**config.mk**
```make
export PLATFORM = sky130hd
export DESIGN_NAME = if_fetch_queue
export DESIGN_NICKNAME = d
export VERILOG_FILES = /design/src/rtl/if_fetch_queue.sv
export SDC_FILE = /design/constraint.sdc
export NUM_CORES = 1
export LEC_CHECK = 0
export BUFFER_PORTS_ARGS = -buffer_cell sky130_fd_sc_hd__buf_4
export CAP_MARGIN = 30
export CORE_MARGIN = 8
export CORE_UTILIZATION = 50
export DETAILED_ROUTE_END_ITERATION = 16
export PLACE_DENSITY = 0.79
export RECOVER_POWER = 50
export SYNTH_ARGS = -nofsm -noshare
export SYNTH_HDL_FRONTEND = slang
export SYNTH_SLANG_ARGS = --single-unit
```
**constraint.sdc**
```tcl
create_clock -name clk -period 5.2 [get_ports clk]
set_input_delay 0.26 -clock clk [delete_from_list [all_inputs] [get_ports clk]]
set_output_delay 0.26 -clock clk [all_outputs]
set_load 0.05 [all_outputs]
```
**src/rtl/if_fetch_queue.sv**
```systemverilog
// Instruction-fetch front end: owns the PC, reads the combinational instruction ROM,
// queues {pc, inst} pairs and hands the head entry to decode over valid/ready.
module if_fetch_queue #(
    parameter int unsigned      ADDR_W   = 32,
    parameter int unsigned      INST_W   = 32,
    parameter logic [ADDR_W-1:0] RESET_PC = 32'h0000_0000,
    parameter int unsigned      QDEPTH   = 4
) (
    input  logic              clk,
    input  logic              rst_n,
    output logic              rom_ce_o,
    output logic [ADDR_W-1:0] rom_addr_o,
    input  logic [INST_W-1:0] rom_inst_i,
    input  logic              branch_flag_i,
    input  logic [ADDR_W-1:0] branch_target_i,
    input  logic              flush_i,
    input  logic [ADDR_W-1:0] new_pc_i,
    input  logic              id_ready_i,
    output logic              id_valid_o,
    output logic [ADDR_W-1:0] id_pc_o,
    output logic [INST_W-1:0] id_inst_o
);

    localparam int unsigned PTR_W = $clog2(QDEPTH);
    localparam int unsigned CNT_W = PTR_W + 1;

    // Redirect targets are silently word-aligned rather than faulted.
    function automatic logic [ADDR_W-1:0] align_pc(input logic [ADDR_W-1:0] addr);
        return {addr[ADDR_W-1:2], 2'b00};
    endfunction

    logic [ADDR_W-1:0] pc_r;
    logic              ce_r;
    logic [PTR_W-1:0]  rd_ptr_r;
    logic [PTR_W-1:0]  wr_ptr_r;
    logic [CNT_W-1:0]  count_r;
    logic [ADDR_W-1:0] mem_pc_r   [QDEPTH];
    logic [INST_W-1:0] mem_inst_r [QDEPTH];

    logic [ADDR_W-1:0] pc_next_s;
    logic [PTR_W-1:0]  rd_ptr_next_s;
    logic [PTR_W-1:0]  wr_ptr_next_s;
    logic [CNT_W-1:0]  count_next_s;
    logic              not_full_s;
    logic              pop_s;
    logic              push_s;

    assign rom_ce_o   = ce_r;
    assign rom_addr_o = pc_r;
    assign id_valid_o = (count_r != {CNT_W{1'b0}});
    assign not_full_s = (count_r < CNT_W'(QDEPTH));
    assign pop_s      = id_valid_o & id_ready_i;
    // A full queue may still accept a fetch when the head leaves in the same cycle.
    assign push_s     = ce_r & ~branch_flag_i & ~flush_i & (not_full_s | pop_s);

    // Head entry presented to decode, forced to zero when the queue is empty.
    always_comb begin
        id_pc_o   = {ADDR_W{1'b0}};
        id_inst_o = {INST_W{1'b0}};
        if (id_valid_o) begin
            id_pc_o   = mem_pc_r[rd_ptr_r];
            id_inst_o = mem_inst_r[rd_ptr_r];
        end else begin
            id_pc_o   = {ADDR_W{1'b0}};
            id_inst_o = {INST_W{1'b0}};
        end
    end

    // Next PC and queue bookkeeping; flush outranks branch, which outranks fetch.
    always_comb begin
        pc_next_s     = pc_r;
        rd_ptr_next_s = rd_ptr_r;
        wr_ptr_next_s = wr_ptr_r;
        count_next_s  = count_r;
        if (flush_i) begin
            pc_next_s     = align_pc(new_pc_i);
            rd_ptr_next_s = {PTR_W{1'b0}};
            wr_ptr_next_s = {PTR_W{1'b0}};
            count_next_s  = {CNT_W{1'b0}};
        end else if (branch_flag_i) begin
            pc_next_s     = align_pc(branch_target_i);
            rd_ptr_next_s = {PTR_W{1'b0}};
            wr_ptr_next_s = {PTR_W{1'b0}};
            count_next_s  = {CNT_W{1'b0}};
        end else begin
            if (push_s) begin
                pc_next_s     = pc_r + ADDR_W'(4);
                wr_ptr_next_s = wr_ptr_r + PTR_W'(1);
            end else begin
                pc_next_s     = pc_r;
                wr_ptr_next_s = wr_ptr_r;
            end
            if (pop_s) begin
                rd_ptr_next_s = rd_ptr_r + PTR_W'(1);
            end else begin
                rd_ptr_next_s = rd_ptr_r;
            end
            case ({push_s, pop_s})
                2'b10:   count_next_s = count_r + CNT_W'(1);
                2'b01:   count_next_s = count_r - CNT_W'(1);
                default: count_next_s = count_r;
            endcase
        end
    end

    // Control state: PC, fetch enable and queue pointers.
    always_ff @(posedge clk or negedge rst_n) begin
        if (!rst_n) begin
            pc_r     <= RESET_PC;
            ce_r     <= 1'b0;
            rd_ptr_r <= {PTR_W{1'b0}};
            wr_ptr_r <= {PTR_W{1'b0}};
            count_r  <= {CNT_W{1'b0}};
        end else begin
            pc_r     <= pc_next_s;
            ce_r     <= 1'b1;
            rd_ptr_r <= rd_ptr_next_s;
            wr_ptr_r <= wr_ptr_next_s;
            count_r  <= count_next_s;
        end
    end

    // Queue storage; contents are only meaningful between rd_ptr and wr_ptr.
    always_ff @(posedge clk) begin
        if (push_s) begin
            mem_pc_r[wr_ptr_r]   <= pc_r;
            mem_inst_r[wr_ptr_r] <= rom_inst_i;
        end
    end

endmodule

```
==> results of run 1 <==
-- worst min-delay path, cell delays in order --
cell,delay [ps]
buf_4,80
mux2i_1,50
o21ai_0,130
-- state kept, by name, indices dropped and copies added, names as in the netlist --
| register | count |
|---|---|
| mem_pc_r | 120 |
| wr_ptr_r | 2 |
| rd_ptr_r | 2 |
| mem_inst_r | 128 |
| rom_addr_o | 30 |
| rom_ce_o | 1 |
| count_r | 3 |
-- routing by layer --
metal,up-vias,track usage,share of wire
met1,3670,0.252,0.42
met5,-,0,0
li1,3300,-,-
met4,0,0.0352,0.013
met3,33,0.0507,0.087
met2,303,0.317,0.48
-- cells in the final DEF (no fill, tap or decap), types with 5 or more instances in the layout --
cell type / n
inv_1: 10
nand3_1: 9
xnor2_1: 14
nand2_1: 45
nand3b_1: 6
clkbuf_1: 71
and3_4: 5
conb_1: 5
mux2i_1: 9
dfrtp_1: 36
mux4_2: 62
dlygate4sd3_1: 53
clkinv_1: 7
nor2_1: 21
buf_4: 128
nor3_1: 7
edfxtp_1: 248
clkbuf_16: 29
a221o_1: 6
bufinv_16: 5
nand2b_1: 6
a21oi_1: 22
xor2_1: 11
nand4_1: 9
and2_1: 64
ha_1: 6
o21ai_0: 15
-- power breakdown --
part           leakage, uW  internal, uW  switching [uW]
clock             0.000460          1270             829
sequential         0.00271          2560            81.3
combinational      0.00217           164             281
total              0.00534          3990            1190
-- kinds of logic after synthesis --
kind of cell / count (synthesis) / synth area share
xor gates and xnor gates: 25 / 0.0180
other: 2 / 0.000617
buffers and inverters: 55 / 0.0205
adders and majority gates: 7 / 0.00781
DFF: 286 / 0.690
muxes: 72 / 0.123
AOI/OAI and AO/OA: 79 / 0.0435
and+or+nand+nor: 203 / 0.0971
-- worst paths after layout --
| path | start | end | slack, ps | depth (start not counted) |
|---|---|---|---|---|
| setup / recovery | count_r[2] | count_r[2] | 1590 | 9 |
| hold / removal | branch_target_i[7] | rom_addr_o[7] | 30 | 3 |
| setup reg to reg | count_r[2] | count_r[2] | 1590 | 9 |
| hold reg to reg | count_r[2] | count_r[2] | 580 | 2 |
| max in group asynchronous | rst_n | rd_ptr_r[1] | 2760 | 2 |
| min in group asynchronous | rst_n | rom_addr_o[13] | 900 | 2 |
-- layout make-up --
| cell class | count | area, um2 | share of cell area |
|---|---|---|---|
| flip-flops and latches | 286 | 8410 | 0.552 |
| multi-input cells | 391 | 3560 | 0.234 |
| repair buffers | 250 | 1860 | 0.122 |
| clock buffers | 36 | 752 | 0.0494 |
| well taps | 324 | 405 | 0.0266 |
| clock inverters | 16 | 203 | 0.0133 |
| inverters | 10 | 37.5 | 0.00247 |
-- stage by stage --
| step | setup slack (ps) | instance area [um2] |
|---|---|---|
| after global placement | 2180 | 13900 |
| after floorplan | 1840 | 12200 |
| after global routing | 1360 | 15200 |
| after CTS | 2010 | 15500 |
| after detailed placement | 2160 | 14000 |
| final | 1590 | 15200 |
==> results.sh, run 1 <==
export IMPL_synthTopCellsByArea="edfxtp_1 61%, mux4_2 11%, dfrtp_1 7.8%"
export IMPL_root_buffer="clkbuf_16"
export IMPL_wirelength_mm=28.3
export IMPL_period_share=0.695
export IMPL_synth_edf_count=248
export IMPL_finalMaxSlewViolations=39
export IMPL_dieArea_um2=29600
export IMPL_leakage_uw=0.00534
export IMPL_maxCapViolations=1
export IMPL_avgSynthCellArea_um2=16.7
export IMPL_hold_buffers=53
export IMPL_drc_errors=0
export IMPL_cp_required_ps=5670
export IMPL_start_kind="register"
export IMPL_ant_nets=0
export IMPL_gp_congestion=0.820
export IMPL_tightest_slew_ps=2180
export IMPL_cts_post_setup_buffers_inserted=0
export IMPL_yosysMostFrequentCell="edfxtp_1"
export IMPL_cp_end_kind="register"
export IMPL_holdWs_ps=25.6
export IMPL_synthDistinctLibCells=64
export IMPL_rsz0062_at_grt="no"
export IMPL_finalNonFillerCells=1313
export IMPL_criticalPathCategory="reg -> reg"
export IMPL_cts_inserted_buffers=29
export IMPL_final_setup_viol_count=0
export IMPL_cts_sinks=286
export IMPL_ctsLongestPathBuffers=3
export IMPL_grtUsageTotal=0.191
export IMPL_fp_dieW_um=172
export IMPL_cp_arrival_ps=4080
export IMPL_vias=7306
export IMPL_row_count=57
export IMPL_dp_cells=1208
export IMPL_grt_overflow_total=0
export IMPL_period_needed_ps=3610
export IMPL_drtIter0Drc=599
export IMPL_netlist_top_cells_count="248 x edfxtp_1, 66 x and2_1, 62 x mux4_2, 44 x nand2_1, 38 x dfrtp_1"
export IMPL_setup_tns_ps=0
export IMPL_htree_num_levels=1
export IMPL_path_delay_family="simple AND/OR/NAND/NOR gates"
export IMPL_max_vdd_ir_drop_uv=271
export IMPL_yosysSeqAreaShare=0.690
export IMPL_num_io_pins=199
export IMPL_clkLatencyLatePin_ps=540
export IMPL_cts_resized_gates=0
export IMPL_power_density_nw_per_um2=340
export IMPL_yosys_area_top_type_share=0.611
export IMPL_antenna_found_initial=0
export IMPL_critPathSlowestCell="nor2_1"
export IMPL_nFillCells=1793
export IMPL_clk_pin_slew_worst_paths_ps=60
export IMPL_synth_flop_cell="edfxtp_1"
export IMPL_slowest_delay_ps=750
export IMPL_cts_tree="yes"
export IMPL_finalClockSkew_ps=12.5
export IMPL_grt_max_degree=64
export IMPL_syn2layout_area_growth_pct=25.0
export IMPL_violations="max-capacitance violations, max-slew violations"
export IMPL_synthCells=729
export IMPL_dieHeight_um=172
export IMPL_dp_hpwl_mm=17.6
export IMPL_first_pass_iters=6
export IMPL_finalHoldViolCount=0
export IMPL_path_buf_inv=1
export IMPL_syn_area_um2=12200
export IMPL_yosysWarnings=0
export IMPL_outcome="finished, violations left"
export IMPL_antennaDiodeCount=0
export IMPL_nets=1076
export IMPL_via_per_inst=5.56
export IMPL_drive_above_1_share=0.256
export IMPL_path_cells="nand2b_1 > nand2_1 > nor2_1 > inv_1 > ha_1 > fa_1 > xnor2_1 > or3_1 > a21oi_1"
export IMPL_yosysTopAreaCell="edfxtp_1"
export IMPL_hold_path_class="in -> reg"
export IMPL_ys_async_sr_fraction=0.133
export IMPL_worstPathMaxFanout=19
export IMPL_grt_first_pass_wirelength_mm=43.5
export IMPL_total_power_uw=5180
export IMPL_grt_pass1_vias=7654
export IMPL_wl_per_cell_um=21.5
export IMPL_core_area_um2=24100
export IMPL_slew_headroom=-0.454
export IMPL_final_util=0.632
export IMPL_fmax_mhz=277
export IMPL_synth_seq_cells=286
export IMPL_numPortBuffers=190
export IMPL_start_util=0.505
Power figures use the tool's default switching activity.
==> run 2, diff against run 1 <==
- clock period: 5.2 -> 3.68 ns (I/O delays scaled with it)
==> run 2 against run 1 <==
  * The flow still finishes with violations (max-capacitance violations, max-slew violations)
  * Sequential share of layout area is 0.63 points lower
  * Hold slack better by 11 ps
  * Die area is the same
  * Combinational power grew 46%
  * Clock skew fell by 3.2 ps
  * Flip-flop and latch count stayed put
  * Register-to-register slack got worse by 680 ps
  * Cell count up 1.9%
  * Sequential power up 41%
  * Largest cell class unchanged
==> results.sh, run 2 (same netlist as run 1, synthesis figures left out) <==
export IMPL_outcome="finished, violations left"
export IMPL_violations="max-capacitance violations, max-slew violations"
export IMPL_cp_required_ps=3500
export IMPL_antenna_found_initial=1
export IMPL_row_count=57
export IMPL_rsz0062_at_grt="no"
export IMPL_path_cells="buf_4 > mux4_2 > and2_1 > buf_4"
export IMPL_total_power_uw=7360
export IMPL_criticalPathCategory="reg -> out"
export IMPL_final_cell_mix="248 x edfxtp_1, 135 x buf_4, 69 x clkbuf_1"
export IMPL_cts_sinks=286
export IMPL_slowest_delay_ps=810
export IMPL_largest_register_ffs=128
export IMPL_critPathSlowestCell="dfrtp_4"
export IMPL_syn2layout_area_growth_pct=26.4
export IMPL_maxCapViolations=1
export IMPL_setup_tns_ps=0
export IMPL_finalClockSkew_ps=9.28
export IMPL_drc_errors=0
export IMPL_grt_max_degree=64
export IMPL_grt_overflow_total=0
export IMPL_period_needed_ps=2790
export IMPL_via_per_inst=5.62
export IMPL_final_common_cell="edfxtp_1"
export IMPL_drive_above_1_share=0.260
export IMPL_reg2reg_slack_ps=910
export IMPL_numPortBuffers=190
export IMPL_max_vdd_ir_drop_uv=314
export IMPL_dieArea_um2=29600
export IMPL_dp_hpwl_mm=17.8
export IMPL_cts_post_setup_buffers_inserted=0
export IMPL_cts_tree="yes"
export IMPL_nets=1098
export IMPL_tightest_slew_ps=2220
export IMPL_start_util=0.505
export IMPL_cp_end_kind="primary output"
export IMPL_clk_pin_slew_worst_paths_ps=60
export IMPL_wirelength_mm=29.1
export IMPL_root_buffer="clkbuf_16"
export IMPL_hold_path_depth=5
export IMPL_htree_num_levels=1
export IMPL_ant_nets=0
export IMPL_vias=7525
export IMPL_drtIter0Drc=665
export IMPL_start_kind="register"
export IMPL_num_io_pins=199
export IMPL_fp_dieW_um=172
export IMPL_ctsLongestPathBuffers=3
export IMPL_gp_congestion=0.821
export IMPL_slew_headroom=-0.482
export IMPL_finalMaxSlewViolations=39
export IMPL_hold_path_class="in -> reg"
export IMPL_top_register="mem_inst_r"
export IMPL_final_setup_viol_count=0
export IMPL_worstPathMaxFanout=29
export IMPL_dieHeight_um=172
export IMPL_cp_arrival_ps=2610
export IMPL_cts_inserted_buffers=29
export IMPL_grt_first_pass_wirelength_mm=45.2
export IMPL_fmax_mhz=358
export IMPL_leakage_uw=0.00543
export IMPL_first_pass_iters=5
export IMPL_r2r_cells=4
export IMPL_cts_resized_gates=0
export IMPL_power_density_nw_per_um2=478
export IMPL_grt_pass1_vias=7965
export IMPL_clkLatencyLatePin_ps=540
export IMPL_period_share=0.758
export IMPL_grtUsageTotal=0.198
export IMPL_core_area_um2=24100
export IMPL_crit_top_cell="buf_4"
export IMPL_wl_per_cell_um=21.8
export IMPL_finalHoldViolCount=0
export IMPL_nFillCells=1767
## run 2: cell count changes in the layout (fill, tap and decap cells not counted), sizes merged
| cell | before | now |
|---|---|---|
| clkbuf | 100 | 98 |
| clkinvlp | 1 | 2 |
| diode | 0 | 1 |
| buf | 133 | 139 |
| clkinv | 9 | 13 |
| dlygate4sd3 | 53 | 68 |
## run 2: per-layer routing
layer  vias up  track usage  share of wire
met3        44       0.0386          0.080
li1       3351            -              -
met1      3820        0.264           0.41
met4         0       0.0528          0.020
met5         -            0              0
met2       310        0.331           0.49
## run 2: power breakdown
group | switching (uW) | leakage (uW) | total, uW | internal (uW)
sequential | 115 | 0.00271 | 3730 | 3620
clock | 1190 | 0.000467 | 2970 | 1790
combinational | 405 | 0.00226 | 650 | 246
## run 2: final timing paths
check,endpoint,startpoint
worst max-delay path,id_inst_o[18],rd_ptr_r[0]
min in group asynchronous,rom_addr_o[15],rst_n
worst max register to register,mem_inst_r[3][15],count_r[2]
worst min-delay path,rom_addr_o[6],branch_target_i[6]
worst min register to register,count_r[2],count_r[2]
max in group asynchronous,rd_ptr_r[1],rst_n
## run 2: stage by stage
step / cell area, um2 / utilization / setup WS (ps) / hold slack [ps] / instances
after detailed placement: 14000 / 0.581 / 978 / 194 / 1215
final: 15400 / 0.639 / 889 / 36.6 / 1338
after floorplan: 12200 / - / 321 / -112 / 732
after CTS: 15600 / 0.649 / 779 / 2.68 / 1337
after global routing: 15400 / 0.639 / 704 / 16.4 / 1338
after global placement: 14000 / 0.581 / 997 / 189 / 1215
## run 2: what timing repair did
action	in CTS	in global routing
setup endpoints to repair	0	0
hold endpoints to repair	192	0
hold buffers	68	0
## run 2: area by class of cell
| class | instances | area (um2) | share of cell area |
|---|---|---|---|
| diodes | 1 | 2.50 | 0.000163 |
| clock buffers | 33 | 741 | 0.0481 |
| clock inverters | 21 | 228 | 0.0148 |
| inverters | 10 | 37.5 | 0.00244 |
| multi-input cells | 391 | 3560 | 0.231 |
| flip-flops and latches | 286 | 8410 | 0.546 |
| well taps | 324 | 405 | 0.0263 |
| repair buffers | 272 | 2020 | 0.131 |
## run 2: critical path: cells and delay by family (launching register included)
kind,cells,cell delay (ps)
buffers and inverters,2,540
multiplexers,1,530
flip-flops,1,810
AND/OR/NAND/NOR,1,180
